**config.mk**
```make
export PLATFORM = sky130hd
export DESIGN_NAME = accumulator_alu
export DESIGN_NICKNAME = d
export VERILOG_FILES = /design/src/rtl/accumulator_alu.sv
export SDC_FILE = /design/constraint.sdc
export NUM_CORES = 1
export LEC_CHECK = 0
export BUFFER_PORTS_ARGS = -buffer_cell sky130_fd_sc_hd__clkbuf_2
export CAP_MARGIN = 10
export CORE_ASPECT_RATIO = 1.4
export CORE_UTILIZATION = 40
export CTS_CLUSTER_SIZE = 10
export DETAILED_ROUTE_END_ITERATION = 10
export GPL_ROUTABILITY_DRIVEN = 0
export PLACE_DENSITY_LB_ADDON = 0.15
export SLEW_MARGIN = 20
export SYNTH_ARGS = -nofsm -noshare
export SYNTH_HDL_FRONTEND = slang
export SYNTH_SLANG_ARGS = --single-unit
```
**constraint.sdc**
```tcl
create_clock -name clk -period 9.2 [get_ports clk]
set_input_delay 1.38 -clock clk [delete_from_list [all_inputs] [get_ports clk]]
set_output_delay 1.38 -clock clk [all_outputs]
set_load 0.02 [all_outputs]
```
**src/rtl/accumulator_alu.sv**
```systemverilog
// accumulator_alu: accumulator ALU with Z/C/N flags, single-cycle logic/add/shift ops and an 8-cycle 8x8 shift-add multiply
module accumulator_alu #(
  parameter int WIDTH = 16
) (
  input  logic             clk,
  input  logic             rst,
  input  logic             op_valid,
  output logic             op_ready,
  input  logic [2:0]       op_code,
  input  logic [WIDTH-1:0] operand,
  output logic [WIDTH-1:0] acc_out,
  output logic             flag_z,
  output logic             flag_c,
  output logic             flag_n,
  output logic             done,
  output logic             busy
);
  typedef enum logic {IDLE, MUL} state_t;
  state_t           state;
  logic [7:0]       mcand, mplier;
  logic [2:0]       cnt;
  logic [WIDTH-1:0] product, prod_next, res;
  logic [WIDTH:0]   sum;
  logic             carry;
  assign op_ready = (state == IDLE) && !rst;
  assign busy     = (state == MUL);
  always_comb begin
    sum       = {1'b0, acc_out} + {1'b0, operand};
    res       = '0;
    carry     = 1'b0;
    prod_next = product + (mplier[cnt] ? ({{(WIDTH-8){1'b0}}, mcand} << cnt) : '0);
    case (op_code)
      3'b000:  res = operand;
      3'b001:  {carry, res} = sum;
      3'b010:  res = acc_out & operand;
      3'b011:  res = acc_out | operand;
      3'b100:  res = acc_out ^ operand;
      3'b101:  {carry, res} = {acc_out, 1'b0};
      3'b110:  {res, carry} = {1'b0, acc_out};
      default: res = '0;
    endcase
  end
  always_ff @(posedge clk) begin
    if (rst) begin
      state   <= IDLE;
      acc_out <= '0;
      flag_z  <= 1'b0;
      flag_c  <= 1'b0;
      flag_n  <= 1'b0;
      done    <= 1'b0;
      cnt     <= '0;
      product <= '0;
      mcand   <= '0;
      mplier  <= '0;
    end else begin
      done <= 1'b0;
      if (state == IDLE && op_valid) begin
        if (op_code == 3'b111) begin
          mcand   <= acc_out[7:0];
          mplier  <= operand[7:0];
          product <= '0;
          cnt     <= '0;
          state   <= MUL;
        end else begin
          acc_out <= res;
          flag_z  <= (res == '0);
          flag_c  <= carry;
          flag_n  <= res[WIDTH-1];
          done    <= 1'b1;
        end
      end else if (state == MUL) begin
        product <= prod_next;
        cnt     <= cnt + 3'd1;
        if (cnt == 3'd7) begin
          acc_out <= prod_next;
          flag_z  <= (prod_next == '0);
          flag_c  <= 1'b0;
          flag_n  <= prod_next[WIDTH-1];
          done    <= 1'b1;
          state   <= IDLE;
        end
      end
    end
  end
endmodule

```
==> run summary, run 1 <==
status: finished, final reports clean
Final Hold Viols: 0
CP Capture Type: register
Pins Over Slew Limit: 0
Finished Cell Area: 5650 um^2
Skew-Pair Late Insertion Delay: 300 ps
CTS root buf: clkbuf_16
I/O pin count: 44
commonest cells after routing, fill and taps aside: a21oi_1 (86), nand2_1 (82), nor2_1 (80)
Final setup viols: 0
compound-gate portion of the synthesized area: 29.3%
CP max stage delay: 730 ps
TritonCTS clock tree: done
Synth top area share: 21.0%
initial antenna violation count: 0
worst-path cell chain: mux4_2 -> nand2_1 -> nor2_1 -> ha_1 -> fa_1 -> a211oi_2 -> o21bai_1 -> nand2b_1 -> a311o_1 -> a311oi_2 -> xnor2_1 -> nand4b_1 -> or4_1 -> nand3_1
critical path required time: 9440 ps
ratio of cells with drive above 1 in the final layout: 9.81%
crit path launch type: register
highest metal used: met4
Post-synth EDFFs: 0
crit path max-delay cell type: dfxtp_1
leading cell type in the layout, fill and taps excluded: a21oi_1
global router's overall resource usage: 24.4%
worst min path class: register to register
Syn. warnings: 0
vias in the first global route: 5160
fin crit share: 46.3%
die height: 137 um
Post-DRT Antenna Nets: 0
xor-xnor portion of the synthesized cell area: 3.35%
n_diodes: 0
CTS buffer count: 5
top cells by area, synth: dfxtp_1 (21%), ha_1 (12%), a21oi_1 (8.2%)
Post-CTS Resized: 0
biggest area consumer among synthesized cells: dfxtp_1
flop-to-flop setup slack: 4940 ps
minimum clock period: 4260 ps
worst slew pin tran: 892 ps
RSZ-0062 raised after global routing: false
drt drc: 0
Hold-fix buffers, CTS: 0
PwrDens: 108 nW/um^2
multiplexer share of the synthesized area: 6.36%
adder-cell share of the synthesized area: 12.5%
#FFs+latches synth: 55
maximum VDD drop: 0.0672 mV
die area: 13600 um^2
area grow syn2layout: 7.96%
DR WL met3: 550 um
DRT Pass-1 Iters: 5
via/cell ratio: 5.94
placed cell area: 5510 um^2
port bufs: 43
Initial Utilization: 40.9%
Gate Count Post-Synth: 721
sequential area share after synthesis: 21.0%
Critical Path AT: 4500 ps
CTS Buffer Depth: 2
Pleak: 2.40 nW
Fin Setup TNS: 0 ps
GRT overflow: 0
WS Path Type: register to register
Worst path top cell family by delay: simple AND/OR/NAND/NOR gates
Horiz. Die Dim: 98.7 um
largest family of logic cells by synthesized area: compound AO/OA/AOI/OAI gates
Post-Syn Area: 5240 um^2
first-pass GRT wire length: 26300 um
DRT Wirelength: 16300 um
num rows: 49
Critical path buffers and inverters: 0
NumNets Final: 806
Final Skew: 5.01 ps
via count: 5269
fmax: 0.235 GHz
Routed wire per std cell: 18.3 um
sum of routed wire segments on met1: 6830 um
area of the core: 12800 um^2
H-tree depth: 2
simple-gate portion of the synthesized area: 20.6%
TritonCTS sink count: 55
DR iter-0 viols: 318
Worst-path clk slew: 70 ps
HPWL Detailed: 12300 um
Crit Path Max Fanout: 18
Post-CTS Setup Inserts: 0
largest net degree at the start of global routing: 58
Syn Nets: 794
Post-synth ARST share: 0%
WL met2: 8170 um
number of max-cap violations: 0
main flop type after synthesis: dfxtp_1
Slew headroom: 40.3%
Synth cell types: 69
Avg Inst Size Synth: 7.26 um^2
[metal layers]
layer	global-route usage, %	vias to the layer above
li1	-	2606
met1	27.9	2501
met2	45.1	117
met3	2.33	45
met4	12.7	0
met5	0	-
[per-stage QoR]
stage / power, mW / cells / hold WS, ps / util [%] / setup slack, ps
after floorplan: 0.377 / 721 / 433 / - / 5330
after global placement: 0.423 / 879 / 451 / 43.0 / 5090
after detailed placement: 0.425 / 879 / 463 / 43.0 / 5000
after CTS: 0.617 / 887 / 474 / 44.1 / 4970
after global routing: 0.644 / 887 / 491 / 44.1 / 4590
final: 0.613 / 887 / 468 / 44.1 / 4940
[kinds of logic (layout without fill, tap and decap cells)]
group | after synthesis | in the layout
DFF | 55 | 55
xor gates and xnor gates | 20 | 20
and+or+nand+nor | 241 | 241
muxes | 30 | 30
AOI/OAI and AO/OA | 233 | 233
buffers and inverters | 91 | 104
adders and majority gates | 51 | 51
[worst register-to-register path, stage by stage (launching register included)]
cell and delay, ps:
dfxtp_1 730, mux4_2 590, nand2_1 160, nor2_1 80, ha_1 230, fa_1 440
a211oi_2 240, o21bai_1 120, nand2b_1 170, a311o_1 340, a311oi_2 310, xnor2_1 130
nand4b_1 170, or4_1 410, nand3_1 90
[synthesized netlist by cell type, drive strengths merged (9+ instances only)]
cell type,number
nor2,80
o211ai,11
mux2i,22
nand2b,9
a21o,16
dfxtp,55
nand2,82
clkbuf,36
o21ai,25
nor3,11
a31oi,10
buf,9
inv,45
nand3,21
xnor2,12
a21oi,88
ha,49
a211oi,18
nor2b,12
[where the power goes]
part	leakage, nW	switching, mW	internal, mW
logic	1.89	0.105	0.0600
clock network	0.0669	0.0905	0.101
registers	0.446	0.0124	0.244
total	2.40	0.208	0.405
[state kept, by name, indices dropped and copies added, names as in the netlist]
register	flops
product	16
acc_out	15
mcand	8
mplier	8
cnt	3
busy	1
done	1
flag_c	1
flag_n	1
flag_z	1
[worst paths after layout]
kind / start / endpoint / cells past startpoint
max reg2reg: cnt[0] / flag_z / 14
min: mplier[6] / mplier[6] / 2
max: cnt[0] / flag_z / 14
min reg2reg: mplier[6] / mplier[6] / 2
[layout make-up]
cell class	count	area, um^2
Sequential cell	55	1100
Timing Repair Buffer	50	268
Clock inverter	2	12.5
Tap cell	153	191
Clock buffer	6	129
Inverter	46	173
Multi-Input combinational cell	575	3780
Fill cell	1316	7160
Power figures use the tool's default switching activity.
==> inputs of run 2 (changes only) <==
Clock period 9.2 ns to 4.1 ns, I/O delays scaled along.
==> run summary, run 2 (synthesis results as in run 1) <==
status: finished, final reports clean
leading cell type in the layout, fill and taps excluded: a21oi_1
filler cell count: 1337
TritonCTS sink count: 55
Final Hold Viols: 0
Crit Path Max Fanout: 5
via count: 5307
area of the core: 12800 um^2
via/cell ratio: 5.91
HPWL Detailed: 12300 um
Pleak: 2.46 nW
die area: 13600 um^2
worst slew pin tran: 819 ps
vias in the first global route: 5030
Biggest register: product
DRT Wirelength: 15900 um
CTS Buffer Depth: 2
CTS root buf: clkbuf_16
port bufs: 43
n_diodes: 0
Initial Utilization: 40.9%
num rows: 49
worst slack at placement: 225 ps
H-tree depth: 2
fin crit share: 93.1%
Routed wire per std cell: 17.7 um
CP startpoint: cnt[0]
NumNets Final: 817
GRT overflow: 0
number of max-cap violations: 0
first-pass GRT wire length: 25600 um
Pins Over Slew Limit: 0
drt drc: 0
critical path required time: 4340 ps
Horiz. Die Dim: 98.7 um
area grow syn2layout: 9.73%
ratio of cells with drive above 1 in the final layout: 11.1%
Critical Path AT: 4060 ps
post-route setup slack: 284 ps
worst hold slack: 457 ps
Hold Startpoint: mplier[1]
maximum VDD drop: 0.141 mV
PwrDens: 242 nW/um^2
CTS buffer count: 5
Final setup viols: 0
DR iter-0 viols: 286
CP Capture Type: register
max reg flops: 16
crit path launch type: register
R2R Path Start: cnt[0]
Final Skew: 7.85 ps
WS Path Type: register to register
I/O pin count: 44
Worst-path clk slew: 70 ps
fmax: 0.262 GHz
die height: 137 um
worst min path class: register to register
RSZ-0062 raised after global routing: false
Fin Setup TNS: 0 ps
DRT Pass-1 Iters: 5
Post-DRT Antenna Nets: 0
TritonCTS clock tree: done
Skew-Pair Late Insertion Delay: 300 ps
largest net degree at the start of global routing: 57
Slew headroom: 45.3%
global router's overall resource usage: 23.8%
minimum clock period: 3820 ps
commonest cells after routing, fill and taps aside: a21oi_1 (86), nand2_1 (82), nor2_1 (80)
initial antenna violation count: 0
Largest regs: product: 16 flops, acc_out: 15 flops
==> run 2: cell count changes in the layout (fill, tap and decap cells not counted) <==
cell / delta
fa_2: +1
clkbuf_8: +1
clkinv_2: -1
fa_1: -1
clkinvlp_4: -1
nand2b_1: +1
buf_4: +11
nand2b_2: -1
clkinv_4: +1
==> run 2: worst paths after layout <==
check                                 end  slack (ps)  cells past startpoint
worst max-delay path               flag_z         280                     14
worst min-delay path            mplier[1]         460                      2
worst max register to register     flag_z         280                     14
worst min register to register  mplier[1]         460                      2
==> run 2: timing repair <==
action,CTS,global route
hold buffers,0,0
setup buffers,0,0
resized for setup,0,1
endpoints found under the setup margin,0,1
==> run 2: report_power, final <==
group / internal [mW] / leakage [nW] / total [mW] / switching, mW
Clock: 0.245 / 0.0741 / 0.441 / 0.196
Combinational: 0.139 / 1.94 / 0.375 / 0.237
Sequential: 0.549 / 0.446 / 0.573 / 0.0241
==> run 2: final cells by class <==
class	count	area, um^2	area share (%)
multi-input cells	575	3780	65.8
clock buffers	7	143	2.48
clock inverters	1	8.76	0.152
inverters	46	173	3.01
well taps	153	191	3.33
repair buffers	61	350	6.10
flip-flops and latches	55	1100	19.2
==> run 2: critical path, stage by stage (launching register included) <==
cell	delay, ps
dfxtp_1	400
mux4_2	540
nand2_1	150
nor2_1	70
ha_1	230
fa_2	390
a211oi_2	230
o21bai_1	120
nand2b_1	170
a311o_1	340
a311oi_2	310
xnor2_1	120
nand4b_1	170
or4_1	420
nand3_1	100
==> run 2: per-stage QoR <==
stage,power (mW),util [%],instances,instance area (um^2)
2_1_floorplan,0.846,-,721,5240
5_1_grt,1.47,44.8,898,5740
3_5_place_dp,0.957,43.6,890,5590
3_3_place_gp,0.952,43.6,890,5590
6_report,1.39,44.8,898,5740
4_1_cts,1.40,44.8,898,5740
==> run 2: layer usage <==
| layer | wire length [um] | global-route usage, % |
|---|---|---|
| met1 | 6860 | 27.9 |
| met2 | 7880 | 42.8 |
| met3 | 428 | 1.88 |
| met4 | 711 | 13.3 |
| met5 | 0 | 0 |
==> inputs of run 3 (changes only) <==
Clock period 4.1 ns to 4.7 ns, I/O delays scaled along.
==> run summary, run 3 (synthesis results as in run 1) <==
commonest cells after routing, fill and taps aside: a21oi_1 (86), nand2_1 (82), nor2_1 (80)
fmax: 0.253 GHz
DR iter-0 viols: 269
H-tree depth: 2
Critical Path AT: 4190 ps
max reg flops: 16
PwrDens: 210 nW/um^2
via/cell ratio: 5.89
I/O pin count: 44
DRT Pass-1 Iters: 8
largest net degree at the start of global routing: 57
first-pass GRT wire length: 26000 um
critical path required time: 4940 ps
Final Skew: 7.47 ps
ratio of cells with drive above 1 in the final layout: 10.3%
GRT overflow: 0
Final setup viols: 0
initial antenna violation count: 0
Routed wire per std cell: 18.1 um
NumNets Final: 811
switching share of power: 33.5%
failing checks: design-rule violations
DRT Wirelength: 16100 um
port bufs: 43
share of total power in sequential cells: 42.0%
Initial Utilization: 40.9%
HPWL Detailed: 12400 um
vias in the first global route: 5147
worst slew pin tran: 871 ps
Internal: 795 uW
minimum clock period: 3950 ps
Final Hold Viols: 0
Post-CTS Resized: 0
WS Path Type: register to register
area grow syn2layout: 8.63%
Hold-fix buffers, CTS: 0
n_diodes: 0
worst slack at placement: 802 ps
Fin Setup TNS: 0 ps
Slew headroom: 41.8%
number of max-cap violations: 0
CTS root buf: clkbuf_16
die height: 137 um
Horiz. Die Dim: 98.7 um
Clk pwr share: 30.8%
Pleak: 2.43 nW
Pins Over Slew Limit: 0
drt drc: 2
Largest regs: product: 16 flops, acc_out: 15 flops
area of the core: 12800 um^2
crit path launch type: register
CTS buffer count: 5
CP Capture Type: register
TritonCTS clock tree: done
Comb pwr share: 27.2%
Post-CTS Setup Inserts: 0
num rows: 49
CTS Buffer Depth: 2
fin crit share: 84.0%
Biggest register: product
switching power: 400 uW
Skew-Pair Late Insertion Delay: 290 ps
filler cell count: 1335
status: finished with violations
TritonCTS sink count: 55
post-route setup slack: 751 ps
leading cell type in the layout, fill and taps excluded: a21oi_1
global router's overall resource usage: 24.2%
die area: 13600 um^2
maximum VDD drop: 0.123 mV
worst min path class: register to register
via count: 5250
Post-DRT Antenna Nets: 0
Worst-path clk slew: 70 ps
RSZ-0062 raised after global routing: false
Crit Path Max Fanout: 17
[run 3: layout make-up]
type	count	area [um^2]	share of cell area, %
clock buffers	6	129	2.27
repair buffers	55	305	5.37
flip-flops and latches	55	1100	19.4
multi-input cells	575	3770	66.4
clock inverters	2	12.5	0.220
well taps	153	191	3.37
inverters	46	173	3.04
[run 3: critical path, cell delays in order, from the launching register on]
cell and delay (ps):
dfxtp_1 350, buf_4 230, mux4_2 520, nand2_1 160, and2_1 280, a211oi_1 100
ha_1 360, or4_1 530, o21ai_2 80, a31oi_2 70, a221o_1 310, a21oi_1 180
xnor2_1 120, or4_1 520, nand3_1 90
[run 3: power groups by stage]
stage	clock (mW)	combinational, mW	sequential (mW)
2_1_floorplan	0	0.223	0.515
3_3_place_gp	0	0.317	0.512
3_5_place_dp	0	0.322	0.512
4_1_cts	0.384	0.323	0.501
5_1_grt	0.401	0.359	0.504
6_report	0.368	0.325	0.501
[run 3: layer usage]
layer	part of all wire (%)	wire (um)	vias up	GRT usage, %
li1	-	-	2622	-
met1	42	6760	2466	27.6
met2	51	8190	121	45.0
met3	3.4	549	41	2.59
met4	3.8	611	0	11.5
met5	0	0	-	0
[run 3: worst paths after layout]
path | from | to | slack [ps] | cells after the start
worst max-delay path | cnt[0] | flag_z | 750 | 14
worst min-delay path | mplier[2] | mplier[2] | 460 | 2
worst max register to register | cnt[0] | flag_z | 750 | 14
worst min register to register | mplier[2] | mplier[2] | 460 | 2
[run 3: per-stage QoR]
stage                     utilization, %  power, mW  std cells  hold slack [ps]  instance area, um^2
after global placement              43.3      0.829        884              441                 5550
after floorplan                        -      0.738        721              433                 5240
after detailed placement            43.3      0.834        884              452                 5550
final                               44.4       1.19        892              457                 5690
after CTS                           44.4       1.21        892              462                 5690
after global routing                44.4       1.26        892              492                 5690
